File: src/rtl/sram_like_arbiter.sv
// sram_like_arbiter: merges the instruction and data SRAM-like request
// channels onto one memory port. An in-order ownership FIFO records which
// side issued each accepted request so responses are routed back correctly.
//
// Handshake: a request transfers on a cycle where mem_req & mem_addr_ok are
// both high; the granted side sees <x>_addr_ok in that same cycle. A response
// transfers on any cycle with mem_data_ok high and belongs to the oldest
// unanswered request.
module sram_like_arbiter #(
  parameter int DEPTH = 4
) (
  input  logic                       clk,
  input  logic                       reset,
  input  logic                       inst_req,
  input  logic                       inst_wr,
  input  logic [1:0]                 inst_size,
  input  logic [3:0]                 inst_wstrb,
  input  logic [31:0]                inst_addr,
  input  logic [31:0]                inst_wdata,
  output logic                       inst_addr_ok,
  output logic                       inst_data_ok,
  output logic [31:0]                inst_rdata,
  input  logic                       data_req,
  input  logic                       data_wr,
  input  logic [1:0]                 data_size,
  input  logic [3:0]                 data_wstrb,
  input  logic [31:0]                data_addr,
  input  logic [31:0]                data_wdata,
  output logic                       data_addr_ok,
  output logic                       data_data_ok,
  output logic [31:0]                data_rdata,
  output logic                       mem_req,
  output logic                       mem_wr,
  output logic [1:0]                 mem_size,
  output logic [3:0]                 mem_wstrb,
  output logic [31:0]                mem_addr,
  output logic [31:0]                mem_wdata,
  input  logic                       mem_addr_ok,
  input  logic                       mem_data_ok,
  input  logic [31:0]                mem_rdata,
  output logic [$clog2(DEPTH):0]     outstanding,
  output logic                       resp_err
);

  localparam int AW = $clog2(DEPTH);
  localparam logic [AW:0] FULL_CNT = (AW+1)'(DEPTH);

  typedef enum logic {IDLE, HOLD} state_t;

  state_t        state, state_nxt;
  logic          hold_id, hold_id_nxt;   // 0 = inst, 1 = data
  logic          granted, grant_id, sel_req;
  logic          full, empty, accept, pop, head_id;
  logic          own_q [DEPTH];
  logic [AW-1:0] wr_ptr, rd_ptr;
  logic [AW:0]   count;

  assign full    = (count == FULL_CNT);
  assign empty   = (count == '0);
  assign head_id = own_q[rd_ptr];

  // Grant selection: a held grant is sticky, otherwise data beats inst.
  always_comb begin
    granted  = 1'b0;
    grant_id = 1'b0;
    if (state == HOLD) begin
      granted  = 1'b1;
      grant_id = hold_id;
    end else if (data_req) begin
      granted  = 1'b1;
      grant_id = 1'b1;
    end else if (inst_req) begin
      granted  = 1'b1;
      grant_id = 1'b0;
    end
  end

  assign sel_req = grant_id ? data_req : inst_req;
  assign mem_req = granted & sel_req & ~full & ~reset;
  assign accept  = mem_req & mem_addr_ok;
  assign pop     = mem_data_ok & ~empty & ~reset;

  // Request field mux of the granted side; zero with no grant or in reset.
  always_comb begin
    mem_wr    = 1'b0;
    mem_size  = 2'd0;
    mem_wstrb = 4'd0;
    mem_addr  = 32'd0;
    mem_wdata = 32'd0;
    if (granted && !reset) begin
      if (grant_id) begin
        mem_wr    = data_wr;
        mem_size  = data_size;
        mem_wstrb = data_wstrb;
        mem_addr  = data_addr;
        mem_wdata = data_wdata;
      end else begin
        mem_wr    = inst_wr;
        mem_size  = inst_size;
        mem_wstrb = inst_wstrb;
        mem_addr  = inst_addr;
        mem_wdata = inst_wdata;
      end
    end
  end

  // Handshake and response routing back to the owning side.
  always_comb begin
    inst_addr_ok = accept & ~grant_id;
    data_addr_ok = accept &  grant_id;
    inst_data_ok = pop & ~head_id;
    data_data_ok = pop &  head_id;
    inst_rdata   = (pop && !head_id) ? mem_rdata : 32'd0;
    data_rdata   = (pop &&  head_id) ? mem_rdata : 32'd0;
  end

  // Grant FSM next state: stall in IDLE enters HOLD; HOLD leaves on accept
  // or when the held requester withdraws. A full FIFO leaves state as is.
  always_comb begin
    state_nxt   = state;
    hold_id_nxt = hold_id;
    case (state)
      IDLE: begin
        if (mem_req && !mem_addr_ok) begin
          state_nxt   = HOLD;
          hold_id_nxt = grant_id;
        end
      end
      HOLD: begin
        if (!sel_req || accept) state_nxt = IDLE;
      end
      default: state_nxt = IDLE;
    endcase
  end

  // FSM state register.
  always_ff @(posedge clk or posedge reset) begin
    if (reset) begin
      state   <= IDLE;
      hold_id <= 1'b0;
    end else begin
      state   <= state_nxt;
      hold_id <= hold_id_nxt;
    end
  end

  // Ownership FIFO: push granted id on accept, pop head on response.
  always_ff @(posedge clk or posedge reset) begin
    if (reset) begin
      wr_ptr <= '0;
      rd_ptr <= '0;
      count  <= '0;
      for (int i = 0; i < DEPTH; i++) own_q[i] <= 1'b0;
    end else begin
      if (accept) begin
        own_q[wr_ptr] <= grant_id;
        wr_ptr        <= wr_ptr + 1'b1;
      end
      if (pop) rd_ptr <= rd_ptr + 1'b1;
      if (accept && !pop)      count <= count + 1'b1;
      else if (pop && !accept) count <= count - 1'b1;
    end
  end

  // Sticky flag for a response that has no matching request.
  always_ff @(posedge clk or posedge reset) begin
    if (reset)                     resp_err <= 1'b0;
    else if (mem_data_ok && empty) resp_err <= 1'b1;
  end

  assign outstanding = count;

endmodule

File: config.mk
export PLATFORM = sky130hd
export DESIGN_NAME = sram_like_arbiter
export DESIGN_NICKNAME = d
export VERILOG_FILES = /design/src/rtl/sram_like_arbiter.sv
export SDC_FILE = /design/constraint.sdc
export NUM_CORES = 1
export LEC_CHECK = 0
export CORE_AREA = 4 4 123 125
export DETAILED_ROUTE_END_ITERATION = 6
export DIE_AREA = 0 0 127 129
export GPL_ROUTABILITY_DRIVEN = 1
export SYNTH_ARGS = -nofsm -noshare
export SYNTH_HDL_FRONTEND = slang
export SYNTH_SLANG_ARGS = --single-unit
File: constraint.sdc
create_clock -name clk -period 2.9 [get_ports clk]
set_input_delay 0.435 -clock clk [delete_from_list [all_inputs] [get_ports clk]]
set_output_delay 0.435 -clock clk [all_outputs]
set_load 0.02 [all_outputs]
==> results.txt, run 1 <==
The number of global-route vias before repair was 3735. The critical path goes through clkdlybuf4s50_1 -> buf_4 -> o31ai_4 -> buf_4 -> clkbuf_16 -> a21oi_1 -> clkdlybuf4s50_1. Along the worst hold path, the cell count comes to 1. The number of antenna violations at the first check in global routing is 0.

The detailed-placement wirelength estimate came out at 11.1 mm. The post-detailed-route count of antenna-violating nets is 0. The endpoint type of the worst setup path is an output port. The number of cell instances on the worst register-to-register path is 10. The number of diodes added for antenna fixing is 0.

The total number of nets in the final design is 910. The clock drives 14 sinks. The maximum net fanout on the critical path came out at 18. CTS placed an instance of sky130_fd_sc_hd__clkbuf_16 at the clock tree root. On the worst path, the slowest cell contributes a delay of 0.64 ns.

The clock period minus final worst setup slack is 2.85 ns. Global routing consumed, over all layers together, 15.0% of the routing resources. The summed instance area of the synthesized netlist is 2280 um^2. The total global routing overflow came out at 0. The startpoint identified for the worst register-to-register timing path is outstanding[0]$_DFFE_PP0P_. The clock latency at the later pin of the worst-skew pair came out at 0.24 ns. For the worst setup path, the data required time is 2.47 ns.

The worst hold path begins at resp_err$_DFFE_PP0P_. After clock tree synthesis, the clock-pin slew on the worst setup and hold paths is 0.05 ns. By area the synthesized netlist is led by sky130_fd_sc_hd__nand2_1 29%, sky130_fd_sc_hd__a21oi_1 16%, sky130_fd_sc_hd__dfrtp_1 15%, sky130_fd_sc_hd__and3_1 8.8%, sky130_fd_sc_hd__nor2_1 6.4%. In this run the register-to-register setup slack is 0.56 ns. The worst register-to-register path ends at outstanding[2]$_DFFE_PP0P_. TritonCTS created 3 clock buffers. The count of vias placed by the detailed router came out at 3880. The max-slew violation count was 0.

In this run the tool buffered the top-level ports with 323 buffer cells. The remaining design rule violation count is 0. For the final database, setup skew stands at 0.000326 ns. The post-place setup slack is 0.00479 ns. The worst hold margin is 0.462 ns. The violation count after the first detailed-route iteration came out at 199. The cts-stage hold buffer count came out at 0. The pin count of the biggest net entering global routing is 71. The post-synthesis sequential area ratio came out at 15.4%.

The routability congestion estimate from global placement came out at 0.909. The fraction of layout instances using a drive strength above 1 came out at 5.53%. The path class of the tightest hold or removal check is register to register. Setup total negative slack on the finished layout was measured at 0 ns. The most common cell in the synthesized netlist is sky130_fd_sc_hd__nand2_1. The element type at the critical path start is a primary input. After synthesis, the netlist uses 28 different library cells. The synthesized area per cell came out at 5.52 um^2. Static timing analysis puts the maximum clock frequency at 351 MHz.

The wire length of the first global-routing pass came out at 20.4 mm. The area share of the leading cell type in the synthesized netlist came out at 29.0%. The final instance area is 6020 um^2. The number of endpoints with negative hold slack in the final report is 0. The die area came out at 16400 um^2. The detailed-route wire length is 14.4 mm. The peak ir drop on the vdd network came out at 0.000582 V. The count of endpoints failing setup in the final report is 0. Using the TritonRoute via totals, the vias-per-cell ratio works out to 4.30. The wire length per cell is 16.0 um.

By count the netlist is led by 176 x sky130_fd_sc_hd__nand2_1, 71 x sky130_fd_sc_hd__a21oi_1, 39 x sky130_fd_sc_hd__nor2_1, 32 x sky130_fd_sc_hd__and3_1, 20 x sky130_fd_sc_hd__clkbuf_1. Data on the critical path arrives at its endpoint at 2.41 ns. In this run the horizontal extent of the chip is 127 um. The count of pins on the block boundary came out at 324.

The total number of placement rows came out at 43. The clock passes through at most 2 buffers. The flow ran to the end, and the final reports show no timing, DRC or antenna violations. The standard cell area after detailed placement came out at 5780 um^2. TritonCTS built the clock tree. The ratio of final minimum period to clock period is 98.1%. In this run the tightest slew margin relative to its limit is 71.4%. The overall die height came out at 129 um. The region available for standard cell placement spans 13900 um^2. The overall power consumption is 3.48 mW.

The prevailing post-synth register cell is sky130_fd_sc_hd__dfrtp_1. The synthesized netlist net count is 599. The endpoint of the worst hold-timing path is resp_err$_DFFE_PP0P_. The critical path start-end classification is primary input to output port. The deepest level of the CTS H-tree is 1. Synthesis inferred 14 register bits.

The reported max-cap violation count came out at 0. The cell leakage power is 2.94 nW. The proportion of register bits with asynchronous set or reset after synthesis came out at 100%. The transition time of the tightest slew-check pin came out at 0.426 ns. The setup slack after layout came out at 0.0540 ns. The count of flip-flops with a built-in enable after synthesis is 0.

The initial core utilization is 16.4%. Setup repair after global routing could not meet its margin everywhere. After filler insertion, the fill cell instance count of the layout stands at 1439. The most area-hungry cell type in the Yosys netlist is sky130_fd_sc_hd__nand2_1. The first-pass detailed-route iteration total is 6.

The cell count after synthesis is 413. The number of synthesis warnings is 0. The power per standard cell area came out at 577 nW/um^2. The library cell contributing the largest single delay on the critical path is sky130_fd_sc_hd__clkdlybuf4s50_1.

Relative to the synthesized area, the layout overhead comes to 164%.
cell families (layout without fill, tap and decap cells):
kind of cell | after synthesis | after routing | synth area share (%)
XOR/XNOR | 6 | 6 | 2.31
AO/OA/AOI/OAI | 77 | 77 | 18.1
flip-flops | 14 | 14 | 15.4
buffers and inverters | 43 | 353 | 8.01
multiplexers | 10 | 10 | 5.49
adder cells (fa/ha/maj) | 6 | 6 | 3.62
AND/OR/NAND/NOR | 257 | 257 | 47.1
layer usage:
metal / share of wire (%) / wire length [um] / up-vias / track usage (%)
met5: 0 / 0 / - / 0
met4: 0.87 / 125 / 0 / 1.83
met3: 5.5 / 798 / 12 / 2.78
met2: 54 / 7780 / 125 / 28.0
met1: 40 / 5740 / 1778 / 18.6
li1: - / - / 1965 / -
report_power, final:
| group | leakage (nW) | internal [mW] | total, mW | switching, mW |
|---|---|---|---|---|
| sequential | 0.164 | 0.294 | 0.407 | 0.113 |
| combinational | 2.73 | 1.29 | 2.79 | 1.49 |
| clock | 0.0442 | 0.209 | 0.284 | 0.0754 |
metrics by stage:
stage,util [%],std cells
after floorplan,-,413
after global placement,41.7,895
after detailed placement,41.7,895
after CTS,42.5,900
after global routing,43.4,903
final,43.4,903
worst max-delay path by stage:
stage | startpoint | end | slack [ns]
after detailed placement | data_req | mem_size[1] | 0.005
after global placement | data_req | mem_size[1] | 0.004
after global routing | data_req | mem_wdata[27] | -0.02
final | data_req | mem_wdata[14] | 0.05
after CTS | data_req | mem_size[1] | 0.009
after floorplan | outstanding[0]$_DFFE_PP0P_ | outstanding[1]$_DFFE_PP0P_ | 0.62
state kept, by name, indices dropped and copies added, names as in the netlist:
signal,flops
hold_id,1
outstanding,3
own_q,4
rd_ptr,2
resp_err,1
state,1
wr_ptr,2
worst max-delay path: cells and delay by family:
| kind | cells | cell delay [ns] |
|---|---|---|
| buffers and inverters | 5 | 1.73 |
| AOI/OAI and AO/OA | 2 | 0.24 |
cells in the final DEF (no fill, tap or decap), types with 2 or more instances in the layout:
| master | Yosys | routed |
|---|---|---|
| sky130_fd_sc_hd__mux2_2 | 7 | 7 |
| sky130_fd_sc_hd__ha_1 | 5 | 5 |
| sky130_fd_sc_hd__nor2_1 | 39 | 39 |
| sky130_fd_sc_hd__nand3_1 | 2 | 2 |
| sky130_fd_sc_hd__nand4_1 | 4 | 4 |
| sky130_fd_sc_hd__buf_6 | 0 | 2 |
| sky130_fd_sc_hd__xor2_1 | 3 | 3 |
| sky130_fd_sc_hd__clkbuf_16 | 0 | 4 |
| sky130_fd_sc_hd__dfrtp_1 | 14 | 13 |
| sky130_fd_sc_hd__and3_1 | 32 | 32 |
| sky130_fd_sc_hd__xnor2_1 | 3 | 3 |
| sky130_fd_sc_hd__clkdlybuf4s50_1 | 0 | 292 |
| sky130_fd_sc_hd__buf_4 | 0 | 12 |
| sky130_fd_sc_hd__buf_12 | 0 | 4 |
| sky130_fd_sc_hd__inv_1 | 6 | 6 |
| sky130_fd_sc_hd__nand2_1 | 176 | 176 |
| sky130_fd_sc_hd__a21oi_1 | 71 | 71 |
| sky130_fd_sc_hd__a21oi_2 | 2 | 2 |
| sky130_fd_sc_hd__dlymetal6s2s_1 | 0 | 30 |
layout make-up:
type                    count  area [um^2]  share of cell area (%)
clock buffers               4         88.8                    1.48
inverters                   6         22.5                   0.374
well taps                 180          225                    3.74
repair buffers            343         3560                    59.2
multi-input cells         356         1770                    29.4
flip-flops and latches     14          352                    5.84
timing repair:
| item | CTS | global route |
|---|---|---|
| resized for setup | 0 | 34 |
| gates cloned | 1 | 2 |
| buffers inserted | 0 | 1 |
| endpoints found under the setup margin | 1 | 39 |
(Power assumes the default switching activity.)
==> run 2: changes to the inputs <==
--- a/config.mk
+++ b/config.mk
@@ -5,9 +5,9 @@
 export SDC_FILE = /design/constraint.sdc
 export NUM_CORES = 1
 export LEC_CHECK = 0
-export CORE_AREA = 4 4 123 125
+export CORE_AREA = 5 5 124 126
 export DETAILED_ROUTE_END_ITERATION = 6
-export DIE_AREA = 0 0 127 129
+export DIE_AREA = 0 0 129 131
 export GPL_ROUTABILITY_DRIVEN = 1
 export SYNTH_ARGS = -nofsm -noshare
 export SYNTH_HDL_FRONTEND = slang
==> run 2 against run 1 <==
Setup slack improved by 0.024 ns; die area grew 3.1%; largest power group unchanged; worst hold slack got worse by 0.0096 ns; critical endpoint is now mem_wdata[22]; sequential power fell by 2%; count of clock-buffer cells in the layout did not move; non-clock buffer count up 2.
==> results.txt, run 2 (synthesized netlist as in run 1, its figures left out) <==
The maximum count of clock buffers along a single path is 2 (unchanged). The buffer cell driving the clock tree root is sky130_fd_sc_hd__clkbuf_16. The ratio of final minimum period to clock period came out at 97.3% (-0.83 points). The global-route usage over all layers is 13.7% (-1.3 points). The clock latency at the later pin of the worst-skew pair is 0.24 ns (about the same).

The critical path data required time was 2.47 ns (about the same). The total global routing overflow is 0 (unchanged). The power per standard cell area is 585 nW/um^2 (+1.4%). The initial core utilization is 16.1% (-0.37 points).

The number of global-route vias before repair came out at 3548 (-5.0%). The sum of negative setup slack is 0 ns (unchanged). The relative slew slack is 64.5% (-6.9 points). The peak ir drop on the vdd network came out at 0.000470 V (-19%).

The pin count of the biggest net entering global routing came to 72 (+1.4%). The detailed-route wire length is 13.4 mm (-7.2%). The CTS tree is built. The overall power consumption is 3.50 mW (+0.75%).

The routability congestion estimate from global placement is 0.846 (-7.0%). The path class of the tightest hold or removal check is register to register. The horizontal extent of the die came out at 129 um (+1.6%). The critical path start-end classification is primary input to output port. The number of diodes added for antenna fixing came out at 0 (unchanged). The remaining design rule violation count came out at 0 (unchanged).

The area used by sequential logic in the layout came out at 350 um^2 (-0.36%). The number of stages on the worst hold path came to 1 (unchanged). The total CTS buffers came out at 3 (unchanged). The worst path arrival time is 2.39 ns (-0.02 ns). Tracing the worst setup path back leads to its startpoint at data_req.

The placeable core area came to 14200 um^2 (+2.3%). The post-detailed-route count of antenna-violating nets is 0 (unchanged). The worst hold path begins at resp_err$_DFFE_PP0P_. The wire length per cell came out at 14.7 um (-7.8%). The overall die height came to 131 um (+1.6%).

The startpoint identified for the worst register-to-register timing path is outstanding[0]$_DFFE_PP0P_. The library cell used most frequently in the layout, excluding fill and tap cells, is sky130_fd_sc_hd__clkdlybuf4s50_1. The violation count after the first detailed-route iteration came out at 186 (-6.5%). The total number of nets in the final design is 912 (+0.22%). The detailed-placement wirelength estimate is 11.2 mm (+0.97%). The number of flip-flops under the largest register name was 4 (unchanged). The number of antenna violations at the first check in global routing is 0 (unchanged). The number of endpoints with negative hold slack in the final report came to 0 (unchanged).

The flop-to-flop setup slack was 0.61 ns (+0.05 ns). The reported max-cap violation count came out at 0 (unchanged). The deepest level of the CTS H-tree came out at 1 (unchanged). The die area came to 16900 um^2 (+3.1%). The clock period minus final worst setup slack is 2.82 ns (-0.0240 ns). The area overhead of the layout relative to synthesis is 163%. STA classifies the critical path endpoint as an output port. The first-pass detailed-route iteration total was 4 (-2). The max-slew violation count is 0 (unchanged).

The maximum frequency from static timing analysis is 354 MHz (+0.85%). The wire length of the first global-routing pass came out at 19.0 mm (-6.8%). The number of cell instances on the worst register-to-register path is 10 (unchanged).

The clock edge transition at the registers on the reported setup and hold paths is 0.05 ns (about the same). The count of vias placed by the detailed router came to 3780 (-2.6%). The count of pins on the block boundary came out at 324 (unchanged).

The area taken by multi-input logic gates came out at 1780 um^2 (+0.28%). More flip-flops sit in one register than any other, and that register is own_q. The transition time of the tightest slew-check pin is 0.533 ns (+0.107 ns). Leaving out fill and tap cells, the most frequent cells in the layout are 315 x sky130_fd_sc_hd__clkdlybuf4s50_1, 176 x sky130_fd_sc_hd__nand2_1, 71 x sky130_fd_sc_hd__a21oi_1, 39 x sky130_fd_sc_hd__nor2_1, 32 x sky130_fd_sc_hd__and3_1. The count of buffers inserted at the top-level ports is 323 (unchanged). The element type at the critical path start is a primary input. The worst hold margin came out at 0.453 ns (-0.00961 ns). The number of fill cells came out at 1424 (-1.0%).

The count of endpoints failing setup in the final report came out at 0 (unchanged). The final clock skew came out at 0.00475 ns (+0.00442 ns). The total number of placement rows came out at 44 (+2.3%). Setup repair after global routing left no endpoint under its margin. The cts-stage hold buffer count came out at 0 (unchanged). The number of sinks handled by clock tree synthesis came out at 14 (unchanged). The fraction of layout instances using a drive strength above 1 came out at 5.66% (+0.12 points). The detailed-route vias per instance came out at 4.16 (-3.2%). The maximum net fanout on the critical path came out at 26 (+8).

The flow ran to the end, and the final reports show no timing, DRC or antenna violations. The cell leakage power is 2.60 nW (-11%).
[run 2: final timing paths]
| path | to |
|---|---|
| min in group asynchronous | own_q[1]$_DFFE_PP0P_ |
| worst min-delay path | resp_err$_DFFE_PP0P_ |
| worst min register to register | resp_err$_DFFE_PP0P_ |
| worst max-delay path | mem_wdata[22] |
| max in group asynchronous | outstanding[0]$_DFFE_PP0P_ |
| worst max register to register | outstanding[2]$_DFFE_PP0P_ |
[run 2: layer usage]
metal,GRT usage [%],vias up,wire (um)
li1,-,1962,-
met1,16.4,1674,5090
met2,25.5,130,7250
met3,2.89,14,929
met4,2.59,0,133
met5,0,-,0
[run 2: critical path, cell delays in order]
cell	delay (ns)
sky130_fd_sc_hd__clkdlybuf4s50_1	0.54
sky130_fd_sc_hd__mux2_2	0.21
sky130_fd_sc_hd__buf_12	0.18
sky130_fd_sc_hd__buf_4	0.17
sky130_fd_sc_hd__nand2_1	0.06
sky130_fd_sc_hd__a21oi_1	0.15
sky130_fd_sc_hd__clkdlybuf4s50_1	0.63
[run 2: per-stage QoR]
stage,cells,instance area (um^2),utilization (%),setup WS [ns]
2_1_floorplan,413,2280,-,0.625
3_3_place_gp,905,5870,41.3,0.0781
3_5_place_dp,905,5870,41.3,0.0180
4_1_cts,909,5960,42.0,0.0271
5_1_grt,909,5990,42.1,0.00146
6_report,909,5990,42.1,0.0780
[run 2: area by class of cell]
| class | instances | area share, % |
|---|---|---|
| clock buffer | 4 | 1.48 |
| inverter | 6 | 0.376 |
| multi-input combinational | 356 | 29.7 |
| sequential | 14 | 5.85 |
| tap | 184 | 3.85 |
| timing repair buffer | 345 | 58.8 |
[run 2: what timing repair did]
item / CTS / global route
setup buffers: 0 / 0
endpoints found under the setup margin: 0 / 9
resized for setup: 0 / 9
[run 2: power by group]
group / internal, mW / switching (mW) / total (mW)
registers: 0.293 / 0.106 / 0.399
clock network: 0.209 / 0.0784 / 0.287
logic: 1.34 / 1.48 / 2.82
total: 1.84 / 1.67 / 3.50
